File: src/rtl/lsu_input_bank_dbnc.sv
// Memory-mapped switch/button input bank: 2-flop sync, per-bit debounce, W1C rising-edge
// status with level interrupt, and registered RV32I loads with one cycle of latency.
module lsu_input_bank_dbnc #(
  parameter int NUM_SW       = 32,
  parameter int NUM_BTN      = 4,
  parameter int DEBOUNCE_CYC = 16
) (
  input  logic               i_clk,
  input  logic               i_rst,
  input  logic [4:0]         i_lsu_addr,
  input  logic               i_rd_en,
  input  logic               i_wr_en,
  input  logic [31:0]        i_wdata,
  input  logic [2:0]         i_funct3,
  input  logic [NUM_SW-1:0]  i_sw,
  input  logic [NUM_BTN-1:0] i_btn,
  output logic [31:0]        o_rdata,
  output logic               o_rvalid,
  output logic               o_irq
);

  localparam int CNT_W = $clog2(DEBOUNCE_CYC);
  localparam logic [CNT_W-1:0] CNT_LAST = CNT_W'(DEBOUNCE_CYC - 1);

  logic [NUM_SW-1:0]  sw_meta, sw_sync, sw_stable;
  logic [NUM_BTN-1:0] btn_meta, btn_sync, btn_stable;
  logic [CNT_W-1:0]   sw_cnt  [NUM_SW];
  logic [CNT_W-1:0]   btn_cnt [NUM_BTN];
  logic [NUM_BTN-1:0] btn_accept, btn_rise, btn_stat, irq_en, clr_bits;
  logic               lane0_we, stat_wr, en_wr;
  logic [31:0]        word;
  logic               unused_wdata;

  function automatic logic [31:0] load_extend(input logic [31:0] w, input logic [1:0] off,
                                              input logic [2:0] f3);
    logic [31:0] sh;
    sh = w >> {off, 3'b000};
    case (f3)
      3'd0:    return {{24{sh[7]}}, sh[7:0]};
      3'd4:    return {24'b0, sh[7:0]};
      3'd1:    return off[0] ? 32'b0 : {{16{sh[15]}}, sh[15:0]};
      3'd5:    return off[0] ? 32'b0 : {16'b0, sh[15:0]};
      3'd2:    return (off == 2'b00) ? w : 32'b0;
      default: return 32'b0;
    endcase
  endfunction

  // A button rises on the very edge its debounced level flips to 1.
  always_comb begin
    btn_accept = '0;
    for (int i = 0; i < NUM_BTN; i++)
      btn_accept[i] = (btn_sync[i] != btn_stable[i]) && (btn_cnt[i] == CNT_LAST);
  end
  assign btn_rise = btn_accept & btn_sync;

  always_ff @(posedge i_clk or posedge i_rst) begin
    if (i_rst) begin
      sw_meta    <= '0;
      sw_sync    <= '0;
      sw_stable  <= '0;
      btn_meta   <= '0;
      btn_sync   <= '0;
      btn_stable <= '0;
      for (int i = 0; i < NUM_SW; i++)  sw_cnt[i]  <= '0;
      for (int i = 0; i < NUM_BTN; i++) btn_cnt[i] <= '0;
    end else begin
      sw_meta  <= i_sw;
      sw_sync  <= sw_meta;
      btn_meta <= i_btn;
      btn_sync <= btn_meta;
      for (int i = 0; i < NUM_SW; i++) begin
        if (sw_sync[i] == sw_stable[i]) sw_cnt[i] <= '0;
        else if (sw_cnt[i] == CNT_LAST) begin
          sw_stable[i] <= sw_sync[i];
          sw_cnt[i]    <= '0;
        end else sw_cnt[i] <= sw_cnt[i] + 1'b1;
      end
      for (int i = 0; i < NUM_BTN; i++) begin
        if (btn_sync[i] == btn_stable[i]) btn_cnt[i] <= '0;
        else if (btn_cnt[i] == CNT_LAST) begin
          btn_stable[i] <= btn_sync[i];
          btn_cnt[i]    <= '0;
        end else btn_cnt[i] <= btn_cnt[i] + 1'b1;
      end
    end
  end

  // All writable bits live in lane 0, so only stores that cover byte 0 can change state.
  assign lane0_we     = i_wr_en && (i_lsu_addr[1:0] == 2'b00) &&
                        (i_funct3 inside {3'd0, 3'd1, 3'd2});
  assign stat_wr      = lane0_we && (i_lsu_addr[4:2] == 3'd5);
  assign en_wr        = lane0_we && (i_lsu_addr[4:2] == 3'd6);
  assign clr_bits     = stat_wr ? i_wdata[NUM_BTN-1:0] : '0;
  assign unused_wdata = &{1'b0, i_wdata[31:NUM_BTN]};

  always_comb begin
    case (i_lsu_addr[4:2])
      3'd0:    word = 32'(sw_stable);
      3'd4:    word = 32'(btn_stable);
      3'd5:    word = 32'(btn_stat);
      3'd6:    word = 32'(irq_en);
      default: word = '0;
    endcase
  end

  always_ff @(posedge i_clk or posedge i_rst) begin
    if (i_rst) begin
      btn_stat <= '0;
      irq_en   <= '0;
      o_irq    <= 1'b0;
      o_rvalid <= 1'b0;
      o_rdata  <= '0;
    end else begin
      btn_stat <= (btn_stat & ~clr_bits) | btn_rise;
      if (en_wr) irq_en <= i_wdata[NUM_BTN-1:0];
      o_irq    <= |(btn_stat & irq_en);
      o_rvalid <= i_rd_en;
      o_rdata  <= i_rd_en ? load_extend(word, i_lsu_addr[1:0], i_funct3) : '0;
    end
  end

endmodule

File: config.mk
export PLATFORM = sky130hd
export DESIGN_NAME = lsu_input_bank_dbnc
export DESIGN_NICKNAME = d
export VERILOG_FILES = /design/src/rtl/lsu_input_bank_dbnc.sv
export SDC_FILE = /design/constraint.sdc
export NUM_CORES = 1
export LEC_CHECK = 0
export ABC_AREA = 1
export CORE_UTILIZATION = 50
export CTS_BUF_LIST = sky130_fd_sc_hd__clkbuf_4 sky130_fd_sc_hd__clkbuf_8
export CTS_CLUSTER_SIZE = 40
export DETAILED_ROUTE_END_ITERATION = 10
export PLACE_DENSITY = 0.74
export SYNTH_ARGS = -nofsm -noshare
export SYNTH_HDL_FRONTEND = slang
export SYNTH_SLANG_ARGS = --single-unit
File: constraint.sdc
create_clock -name i_clk -period 11.1 [get_ports i_clk]
set_clock_uncertainty 0.05 [all_clocks]
set_input_delay 2.775 -clock i_clk [delete_from_list [all_inputs] [get_ports i_clk]]
set_output_delay 2.775 -clock i_clk [all_outputs]
set_load 0.01 [all_outputs]
# After elaboration in Yosys (flattened, before gate mapping)
# Cells that the tools add are included.
dict set report totals {
  reg_bits 294
  latchBits 0
  mem_bits_rw 0
  romBits 0
  in_bits 80
  out_inout_bits 34
  word_cells 370
  memories 0
}
dict set report op_classes {
  add_sub_neg 36
  mul 0
  div 0
  magnitude_cmp 0
  n_eq_ne 83
  shift 1
  n_mux 79
  n_bitwise 41
  reduce_logical 49
}
# operator n
set op_table {}
lappend op_table {{$mux 4} 73}
lappend op_table {{$pmux 32 s5} 1}
lappend op_table {{$add 4x1->4 const B} 36}
lappend op_table {{$eq 4x4->1 const B} 36}
lappend op_table {{$pmux 32 s4} 1}
lappend op_table {{$mux 32} 3}
lappend op_table {{$reduce_and 2->1} 36}
lappend op_table {{$eq 1x1->1} 36}
lappend op_table {{$not 1->1} 36}
lappend op_table {{$shr 32x5->16} 1}
lappend op_table {{$mux 16} 1}
lappend op_table {{$eq 3x3->1 const B} 5}
lappend op_table {{$and 4x4->4} 3}
lappend op_table {{$logic_and 1x1->1} 8}
lappend op_table {{$logic_not 3->1} 2}
lappend op_table {{$ne 1x1->1} 4}
lappend op_table {{$not 4->4} 1}
lappend op_table {{$or 4x4->4} 1}
lappend op_table {{$reduce_or 4->1} 1}
lappend op_table {{$eq 3x1->1 const B} 1}
lappend op_table {{$eq 3x2->1 const B} 1}
lappend op_table {{$reduce_bool 3->1} 1}
lappend op_table {{$logic_not 2->1} 1}

# Depth between registers and ports, before layout
# Gate-level depths: netlist of the first run.
dict set report logic_depth {
  ltp_word 8
  mapped_depth 10
  ltp_nobuf 9
}

# Least setup slack after synthesis of the first run
# OpenSTA, ideal clock, no wires.
dict set report synth_timing {
  path_kind {in2reg}
  from {input i_lsu_addr[4]}
  to {register o_rdata[23]}
  setup_time_ns 0.077
  t_arrival_ns 3.740
  t_required_ns 10.973
  slack_ns 7.233
  stages 8
  path_buffers 3
  path_cell_list {buf_4 > inv_4 > buf_2 > nand4_1 > nand2_2 > buf_6 > a21oi_1 > a21oi_2}
}
dict set report synth_via {
  elab_chain_len 6
  elab_cells_between_ends 10
  classes_between {eq/ne (3); shift (1); mux (5); reduce/logical (1)}
}
# element line_no
set synth_rtl {}
lappend synth_rtl {{from (decl)} 10} ;# input logic [4:0] i_lsu_addr,
lappend synth_rtl {{$eq 3x3->1 / $logic_not 3->1 (equally long branches)} 97} ;# case (i_lsu_addr[4:2])
lappend synth_rtl {{$pmux 32 s4 (*)} 97}
lappend synth_rtl {{$shr 32x5->16} 37} ;# sh = w >> {off, 3'b000};
lappend synth_rtl {{$mux 32} 41} ;# 3'd1: return off[0] ? 32'b0 : {{16{sh[15]}}, sh[15:0]};
lappend synth_rtl {{$pmux 32 s5 (*)} 38} ;# case (f3)
lappend synth_rtl {{$mux 32 (*)} 118} ;# o_rdata <= i_rd_en ? load_extend(word, i_lsu_addr[1:0], i_funct3) : '0;
lappend synth_rtl {{to (signal assigned)} 118}
lappend synth_rtl {{to (decl)} 17} ;# output logic [31:0] o_rdata,
# Every way passes the cells marked *; elsewhere a longest branch is shown, timed or not.
# A chain may end at the register's enable or synchronous reset.

# Worst setup path in the final report of the first run
dict set report layout_timing {
  from {input i_lsu_addr[3]}
  to {register o_rdata[0]}
}
dict set report layout_via {
  elab_chain_len 6
  elab_cells_between_ends 11
  classes_between {eq/ne (3); shift (1); mux (6); reduce/logical (1)}
}
# element line_no
set layout_rtl {}
lappend layout_rtl {{$eq 3x3->1 / $logic_not 3->1 (equally long branches)} 97}
lappend layout_rtl {{$pmux 32 s4 (*)} 97}
lappend layout_rtl {{$shr 32x5->16} 37}
lappend layout_rtl {{$mux 16 / $mux 32 (equally long branches)} {42, 41}}
lappend layout_rtl {{$pmux 32 s5 (*)} 38}
lappend layout_rtl {{$mux 32 (*)} 118}
# Marked as above.

==> results of run 1 <==
[through the flow]
step,instances,hold slack (ns),cell area [sq um],power (mW)
after floorplan,1136,0.281,12000,1.28
after global placement,1526,0.282,13200,1.33
after detailed placement,1526,0.285,13200,1.34
after CTS,1612,0.290,14300,2.35
after global routing,1613,0.301,14300,2.42
final,1613,0.287,14300,2.31
[worst min-delay path by stage]
stage / from / endpoint / slack (ns) / depth (start not counted)
floorplan: btn_meta[0] / btn_sync[0] / 0.28 / 0
global placement: sw_meta[22] / sw_sync[22] / 0.28 / 0
detailed placement: sw_meta[1] / sw_sync[1] / 0.28 / 0
CTS: sw_meta[1] / sw_sync[1] / 0.29 / 0
global route: sw_meta[3] / sw_sync[3] / 0.30 / 0
finish: sw_meta[1] / sw_sync[1] / 0.29 / 0
[power by group]
group | leakage, nW | switching, mW | internal (mW)
Clock | 0.568 | 0.402 | 0.597
Sequential | 3.82 | 0.0348 | 1.12
Combinational | 2.37 | 0.0897 | 0.0662
[sequential cells by signal, summed over array words and instances (netlist names)]
name	flops
btn_sync	4
o_irq	1
btn_stable	4
btn_stat	4
o_rdata	32
btn_meta	4
sw_sync	32
sw_meta	32
o_rvalid	1
irq_en	4
sw_cnt	128
btn_cnt	16
sw_stable	32
[cell type report]
| type | count | area (sq um) | share of cell area |
|---|---|---|---|
| Tap cell | 319 | 399 | 0.0280 |
| Timing Repair Buffer | 88 | 873 | 0.0612 |
| Antenna cell | 1 | 2.50 | 0.000175 |
| Multi-Input combinational cell | 713 | 4140 | 0.290 |
| Clock inverter | 5 | 56.3 | 0.00394 |
| Sequential cell | 294 | 7360 | 0.515 |
| Clock buffer | 81 | 1010 | 0.0711 |
| Inverter | 112 | 430 | 0.0302 |
[cells in the final DEF, fill, tap and decap left out, types with 2 or more instances in the layout]
cell type,count
clkbuf_8,65
clkdlybuf4s50_1,85
nand2_1,127
clkinv_2,2
nand3_1,104
inv_1,107
buf_4,3
o21ai_1,7
inv_2,3
nand4_1,14
o21ai_0,20
ha_1,36
xnor2_1,66
clkbuf_4,16
or2_2,2
nor2_1,193
a21oi_2,20
mux2_2,26
nor2_4,5
nor3_1,8
xor2_1,36
dfrtp_1,294
nand3_2,3
o22ai_1,2
a21oi_1,39
[cell families after synthesis]
| group | synth area share |
|---|---|
| adders and majority gates | 0.0374 |
| buffers and inverters | 0.0443 |
| and+or+nand+nor | 0.165 |
| DFF | 0.611 |
| AOI/OAI and AO/OA | 0.0431 |
| xor gates and xnor gates | 0.0743 |
| muxes | 0.0243 |
[worst max-delay path: stages]
cell and delay, ns:
clkdlybuf4s50_1 0.51, nor2_4 0.57, nand2_1 0.44, inv_1 0.46
nand2_1 0.15, nand2_1 0.09, inv_1 0.04, nor2_1 0.09
o21ai_0 0.09, nor2_1 0.10
[layer usage]
| layer | up-vias | global-route usage | wire length, microns |
|---|---|---|---|
| met5 | - | 0 | 0 |
| met4 | 0 | 0.0703 | 490 |
| met3 | 43 | 0.0479 | 1290 |
| met2 | 170 | 0.309 | 10300 |
| met1 | 3754 | 0.242 | 9680 |
| li1 | 3892 | - | - |
==> flow_summary.json, run 1 <==
{
  "hpwl_microns": 15100,
  "setup_viol": 0,
  "ant_nets": 0,
  "synth_flop_cell": "dfrtp_1",
  "ys_ff_latch": 294,
  "cp_data_arrival_time_ns": 5.32,
  "drive_gt1_frac": 0.118,
  "relSlewSlack": 0.312,
  "grt_pass1_wl_microns": 36900,
  "yosysWarnings": 0,
  "rsz0062_at_grt": "no",
  "clock_latency_ns": 0.55,
  "tritoncts": "yes",
  "async_flop_share": 1.00,
  "grtUsageTotal": 0.189,
  "fmax_mhz": 204,
  "synthTopCellsByCount": "294 x dfrtp_1, 193 x nor2_1, 127 x nand2_1, 108 x inv_1, 104 x nand3_1",
  "grt_max_degree": 141,
  "drtPass1Iterations": 5,
  "yosysMostFrequentCell": "dfrtp_1",
  "die_area_sq_um": 24700,
  "clkSlewWorstSetupHoldPaths_ns": 0.06,
  "hold_buffers": 0,
  "startpoint": "i_lsu_addr[3]",
  "yosysUniqueCellTypes": 30,
  "ys_seq_area_frac": 0.611,
  "ios": 114,
  "worst_r2r_path_depth": 6,
  "period_needed_ns": 4.90,
  "die_h_microns": 157,
  "grt_pass1_vias": 7933,
  "start_util": 0.511,
  "outcome": "finished clean",
  "synth_nets": 1252,
  "synth_top_cell_by_area": "dfrtp_1",
  "vias": 7859,
  "synth_area_sq_um": 12000,
  "power_density_nw_per_um2": 162,
  "tightest_slew_ns": 1.03,
  "syn_inst": 1136,
  "drtIter0Drc": 428,
  "timing.final.crit_share": 0.442,
  "h-tree-depth": 2,
  "rr_endpoint": "o_rdata[31]",
  "vias_per_cell": 4.87,
  "die_w_microns": 157,
  "nFillCells": 1985,
  "cts_root_buf": "clkbuf_8",
  "synth_edf_count": 0,
  "core_sq_um": 23500,
  "ir_worst_vdd_mv": 0.0978,
  "critPathRequiredTime_ns": 11.52,
  "syn_avg_cell_area_sq_um": 10.6,
  "cellLeakagePower_nw": 6.75,
  "grt_overflow_total": 0,
  "route.detailed.drc": 0,
  "wl_per_cell_microns": 13.5,
  "final-hold-violation-count": 0,
  "pre_cts_slack_ns": 5.70,
  "ys_top_cells_by_area": "dfrtp_1 61%, nor2_1 6.0%, xnor2_1 4.8%",
  "gp_congestion": 0.868,
  "wirelength_microns": 21800,
  "hold_class": "reg -> reg",
  "setup_ws_ns": 6.20,
  "syn2layout_area_growth_pct": 18.6,
  "cp-end-kind": "flip-flop",
  "synth_top_area_share": 0.611,
  "post-route-util": 0.606,
  "setup_tns_ns": 0,
  "worstSetupEndpoint": "o_rdata[0]",
  "clock-sinks": 294,
  "crit_path_start_kind": "input pin",
  "cts_resized": 0,
  "r2r-start": "sw_stable[15]",
  "slew_violations": 0,
  "num-nets-final": 1373,
  "cp_max_fo": 28,
  "cts_buffers": 48,
  "antenna_found_initial": 1,
  "critPathKind": "in -> reg",
  "clockBufferDepth": 3,
  "post_cts_buffers": 0,
  "numPortBuffers": 85,
  "cap_violations": 0,
  "ff2ff_setup_slack_ns": 9.55,
  "rows": 56
}
Note: power is estimated with default switching activity, not from simulation.
==> run 2: changes to the inputs <==
==> constraint.sdc (replaced) <==
create_clock -name i_clk -period 4.4 [get_ports i_clk]
set_clock_uncertainty 0.05 [all_clocks]
set_input_delay 1.1 -clock i_clk [delete_from_list [all_inputs] [get_ports i_clk]]
set_output_delay 1.1 -clock i_clk [all_outputs]
set_load 0.01 [all_outputs]
==> flow_summary.json, run 2 (synthesized netlist as in run 1, its figures left out) <==
{
  "outcome": "finished clean",
  "post_cts_buffers": 0,
  "relSlewSlack": 0.347,
  "vias_per_cell": 4.93,
  "rows": 56,
  "fmax_mhz": 336,
  "syn2layout_area_growth_pct": 19.7,
  "rsz0062_at_grt": "no",
  "p_sw_mw": 1.34,
  "grt_max_degree": 86,
  "die_w_microns": 157,
  "pwr-share-clk": 0.443,
  "hold_buffers": 0,
  "cp_max_fo": 26,
  "slew_violations": 0,
  "critPathRequiredTime_ns": 4.82,
  "setup_viol": 0,
  "h-tree-depth": 2,
  "grtUsageTotal": 0.191,
  "n_antenna_cell": 0,
  "drtIter0Drc": 485,
  "critPathKind": "in -> reg",
  "numPortBuffers": 85,
  "cp-end-kind": "flip-flop",
  "cts_root_buf": "clkbuf_8",
  "tightest_slew_ns": 0.976,
  "pre_cts_slack_ns": 0.948,
  "grt_pass1_vias": 7902,
  "pwr-share-seq": 0.490,
  "clkSlewWorstSetupHoldPaths_ns": 0.06,
  "clock_latency_ns": 0.57,
  "clockBufferDepth": 3,
  "largest_register_ffs": 128,
  "cellLeakagePower_nw": 6.82,
  "final_common_cell": "dfrtp_1",
  "num-nets-final": 1379,
  "ir_worst_vdd_mv": 0.263,
  "cap_violations": 0,
  "hold_class": "reg -> reg",
  "die_h_microns": 157,
  "grt_overflow_total": 0,
  "vias": 7980,
  "wl_per_cell_microns": 13.6,
  "nFillCells": 1959,
  "ios": 114,
  "hpwl_microns": 15700,
  "drive_gt1_frac": 0.124,
  "switching_share": 0.225,
  "antenna_found_initial": 1,
  "grt_pass1_wl_microns": 37300,
  "core_sq_um": 23500,
  "ant_nets": 0,
  "p_int_mw": 4.63,
  "wirelength_microns": 22100,
  "setup_ws_ns": 1.42,
  "tritoncts": "yes",
  "power_frac_comb": 0.068,
  "die_area_sq_um": 24700,
  "cp_data_arrival_time_ns": 3.40,
  "holdWs_ns": 0.293,
  "gp_congestion": 0.883,
  "final-hold-violation-count": 0,
  "timing.final.crit_share": 0.676,
  "route.detailed.drc": 0,
  "period_needed_ns": 2.98,
  "final_cell_mix": "294 x dfrtp_1, 193 x nor2_1, 127 x nand2_1, 107 x inv_1, 104 x nand3_1",
  "start_util": 0.511,
  "cts_resized": 0,
  "drtPass1Iterations": 5,
  "clock-sinks": 294,
  "top_register": "sw_cnt",
  "power_density_nw_per_um2": 415,
  "cts_buffers": 47,
  "crit_path_start_kind": "input pin"
}
-- run 2: cell count changes in the layout (fill, tap and decap cells not counted), sizes merged --
cell,previous run,this run
buf,3,10
bufinv,1,4
clkbuf,81,76
clkinv,2,5
clkinvlp,1,2
diode,1,0
inv,113,112
-- run 2: area by class of cell --
type,instances,area [sq um],share of cell area
multi-input cells,713,4140,0.287
inverters,112,427,0.0296
repair buffers,95,963,0.0669
clock buffers,76,958,0.0665
well taps,319,399,0.0277
clock inverters,11,161,0.0112
flip-flops and latches,294,7360,0.511
-- run 2: metal layers --
metal  part of all wire  GRT usage  vias to the layer above
li1                   -          -                     3908
met1               0.45      0.249                     3847
met3              0.055     0.0487                       34
met2               0.48      0.314                      189
met5            0.00050          0                        -
met4              0.019     0.0620                        2
-- run 2: power groups by stage --
stage | clock, mW | sequential, mW | combinational (mW)
6_report | 2.64 | 2.92 | 0.404
5_1_grt | 2.85 | 2.94 | 0.469
4_1_cts | 2.71 | 2.92 | 0.413
3_5_place_dp | 0 | 2.97 | 0.409
3_3_place_gp | 0 | 2.97 | 0.394
2_1_floorplan | 0 | 2.95 | 0.268
-- run 2: worst max-delay path, cell delays in order --
cell             delay, ns
clkdlybuf4s50_1       0.60
inv_4                 0.33
nand2_1               0.31
inv_1                 0.41
nand2_1               0.16
nand2_1               0.09
inv_1                 0.04
nor2_1                0.08
o21ai_0               0.11
nor2_1                0.17
-- run 2: through the flow --
stage               total power, mW   util  setup TNS (ns)  cells  instance area (sq um)
global route                   6.26  0.612               0   1620                  14400
floorplan                      3.22      -         -192.02   1136                  12000
global placement               3.36  0.564               0   1533                  13300
detailed placement             3.38  0.564               0   1533                  13300
CTS                            6.05  0.612               0   1620                  14400
finish                         5.97  0.612               0   1620                  14400
-- run 2: final timing paths --
kind	startpoint	endpoint	slack, ns	depth (start not counted)
worst max register to register	sw_stable[31]	o_rdata[15]	2.95	6
worst min-delay path	sw_meta[6]	sw_sync[6]	0.29	0
worst max-delay path	i_lsu_addr[4]	o_rdata[0]	1.42	10
max in group asynchronous	i_rst	sw_cnt[106]	2.46	4
worst min register to register	sw_meta[6]	sw_sync[6]	0.29	0
min in group asynchronous	i_rst	sw_meta[31]	0.86	2
==> run 3: changes to the inputs <==
==> constraint.sdc (replaced) <==
create_clock -name i_clk -period 2.6 [get_ports i_clk]
set_clock_uncertainty 0.05 [all_clocks]
set_input_delay 0.65 -clock i_clk [delete_from_list [all_inputs] [get_ports i_clk]]
set_output_delay 0.65 -clock i_clk [all_outputs]
set_load 0.01 [all_outputs]
==> flow_summary.json, run 3 (synthesized netlist as in run 1, its figures left out) <==
{
  "cellLeakagePower_nw": 6.86,
  "n_antenna_cell": 0,
  "power_density_nw_per_um2": 673,
  "grt_max_degree": 105,
  "regArea_sq_um": 7360,
  "setup_viol": 0,
  "route.detailed.drc": 0,
  "critPathRequiredTime_ns": 1.90,
  "hpwl_microns": 15500,
  "clkSlewWorstSetupHoldPaths_ns": 0.06,
  "nFillCells": 1973,
  "path_cells": "clkdlybuf4s50_1",
  "hold_class": "reg -> reg",
  "die_area_sq_um": 24700,
  "outcome": "finished clean",
  "grt_pass1_vias": 7828,
  "crit_family": "buffers and inverters",
  "grt_pass1_wl_microns": 36500,
  "period_needed_ns": 2.17,
  "cts_root_buf": "clkbuf_8",
  "drive_gt1_frac": 0.135,
  "ir_worst_vdd_mv": 0.407,
  "cts_resized": 0,
  "ant_nets": 0,
  "vias_per_cell": 4.82,
  "hold_buffers": 0,
  "grtUsageTotal": 0.186,
  "antenna_found_initial": 0,
  "die_h_microns": 157,
  "tritoncts": "yes",
  "wirelength_microns": 21600,
  "rows": 56,
  "total_power_mw": 9.73,
  "final-hold-violation-count": 0,
  "pre_cts_slack_ns": 0.0802,
  "wl_per_cell_microns": 13.2,
  "cap_violations": 0,
  "syn2layout_area_growth_pct": 20.1,
  "drtIter0Drc": 503,
  "timing.final.crit_share": 0.835,
  "top_layer_used": "met4",
  "cts_buffers": 48,
  "numPortBuffers": 85,
  "num-nets-final": 1397,
  "core_sq_um": 23500,
  "h-tree-depth": 2,
  "critPathKind": "reg -> out",
  "final_cell_mix": "294 x dfrtp_1, 193 x nor2_1, 127 x nand2_1, 107 x inv_1, 104 x nand3_1",
  "cp-end-kind": "output port",
  "design_area_sq_um": 14500,
  "gp_congestion": 0.879,
  "holdWs_ns": 0.292,
  "crit_path_start_kind": "flip-flop",
  "top_register": "sw_cnt",
  "dr_wl_met3_microns": 1190,
  "ios": 114,
  "post_cts_buffers": 0,
  "placed_area_sq_um": 13400,
  "vias": 7885,
  "drtPass1Iterations": 5,
  "die_w_microns": 157,
  "clockBufferDepth": 3,
  "wl_met1_microns": 9720,
  "relSlewSlack": 0.364,
  "cp_data_arrival_time_ns": 1.47,
  "largest_register_ffs": 128,
  "clock_latency_ns": 0.54,
  "slew_violations": 0,
  "start_util": 0.511,
  "slowest_delay_ns": 0.55,
  "clock-sinks": 294,
  "crit_slowest_cell": "clkdlybuf4s50_1",
  "tightest_slew_ns": 0.950,
  "dp.cells": 1550,
  "setup_ws_ns": 0.429,
  "worst-path-buf-inv": 1,
  "final_common_cell": "dfrtp_1",
  "instances_no_fill": 1637,
  "fmax_mhz": 461,
  "cp_max_fo": 1,
  "rsz0062_at_grt": "no",
  "multi_input_area_sq_um": 4140,
  "grt_overflow_total": 0,
  "met2WireLength_microns": 10300
}
[run 3: cell types whose count changed in the layout (fill, tap and decap cells not counted), sizes merged]
cell	previous run	this run
clkinv	5	4
clkbuf	76	80
clkinvlp	2	3
buf	10	27
bufinv	4	0
[run 3: where the power goes]
group	switching [mW]	internal (mW)	total [mW]
Clock	1.70	2.38	4.08
Combinational	0.387	0.312	0.699
Sequential	0.151	4.80	4.95
[run 3: area by class of cell]
cell class / instances / share of cell area
inverter: 112 / 0.0295
clock buffer: 80 / 0.0680
multi-input combinational: 713 / 0.287
sequential: 294 / 0.509
clock inverter: 7 / 0.00303
tap: 319 / 0.0276
timing repair buffer: 112 / 0.0764
[run 3: final timing paths]
check / from / depth (start not counted) / end / slack [ns]
max: o_rdata[3] / 1 / o_rdata[3] / 0.43
min: sw_meta[23] / 0 / sw_sync[23] / 0.29
max reg2reg: sw_stable[23] / 6 / o_rdata[25] / 1.13
min reg2reg: sw_meta[23] / 0 / sw_sync[23] / 0.29
max in group asynchronous: i_rst / 4 / sw_meta[6] / 1.45
min in group asynchronous: i_rst / 3 / sw_sync[31] / 0.44
[run 3: worst register-to-register path, stage by stage, from the launching register on]
cell     delay (ns)
dfrtp_1        0.43
nand3_2        0.12
nand2_1        0.09
nand2_1        0.09
nor2_4         0.14
nand2_4        0.22
a21oi_2        0.25
[run 3: layer usage]
metal / global-route usage / vias to the layer above
li1: - / 3939
met1: 0.245 / 3720
met2: 0.311 / 188
met3: 0.0372 / 38
met4: 0.0615 / 0
met5: 0 / -
[run 3: per-stage QoR]
step / utilization / TNS [ns]
floorplan: - / -588.92
CTS: 0.614 / 0
global placement: 0.570 / 0
finish: 0.614 / 0
detailed placement: 0.570 / 0
global route: 0.614 / 0
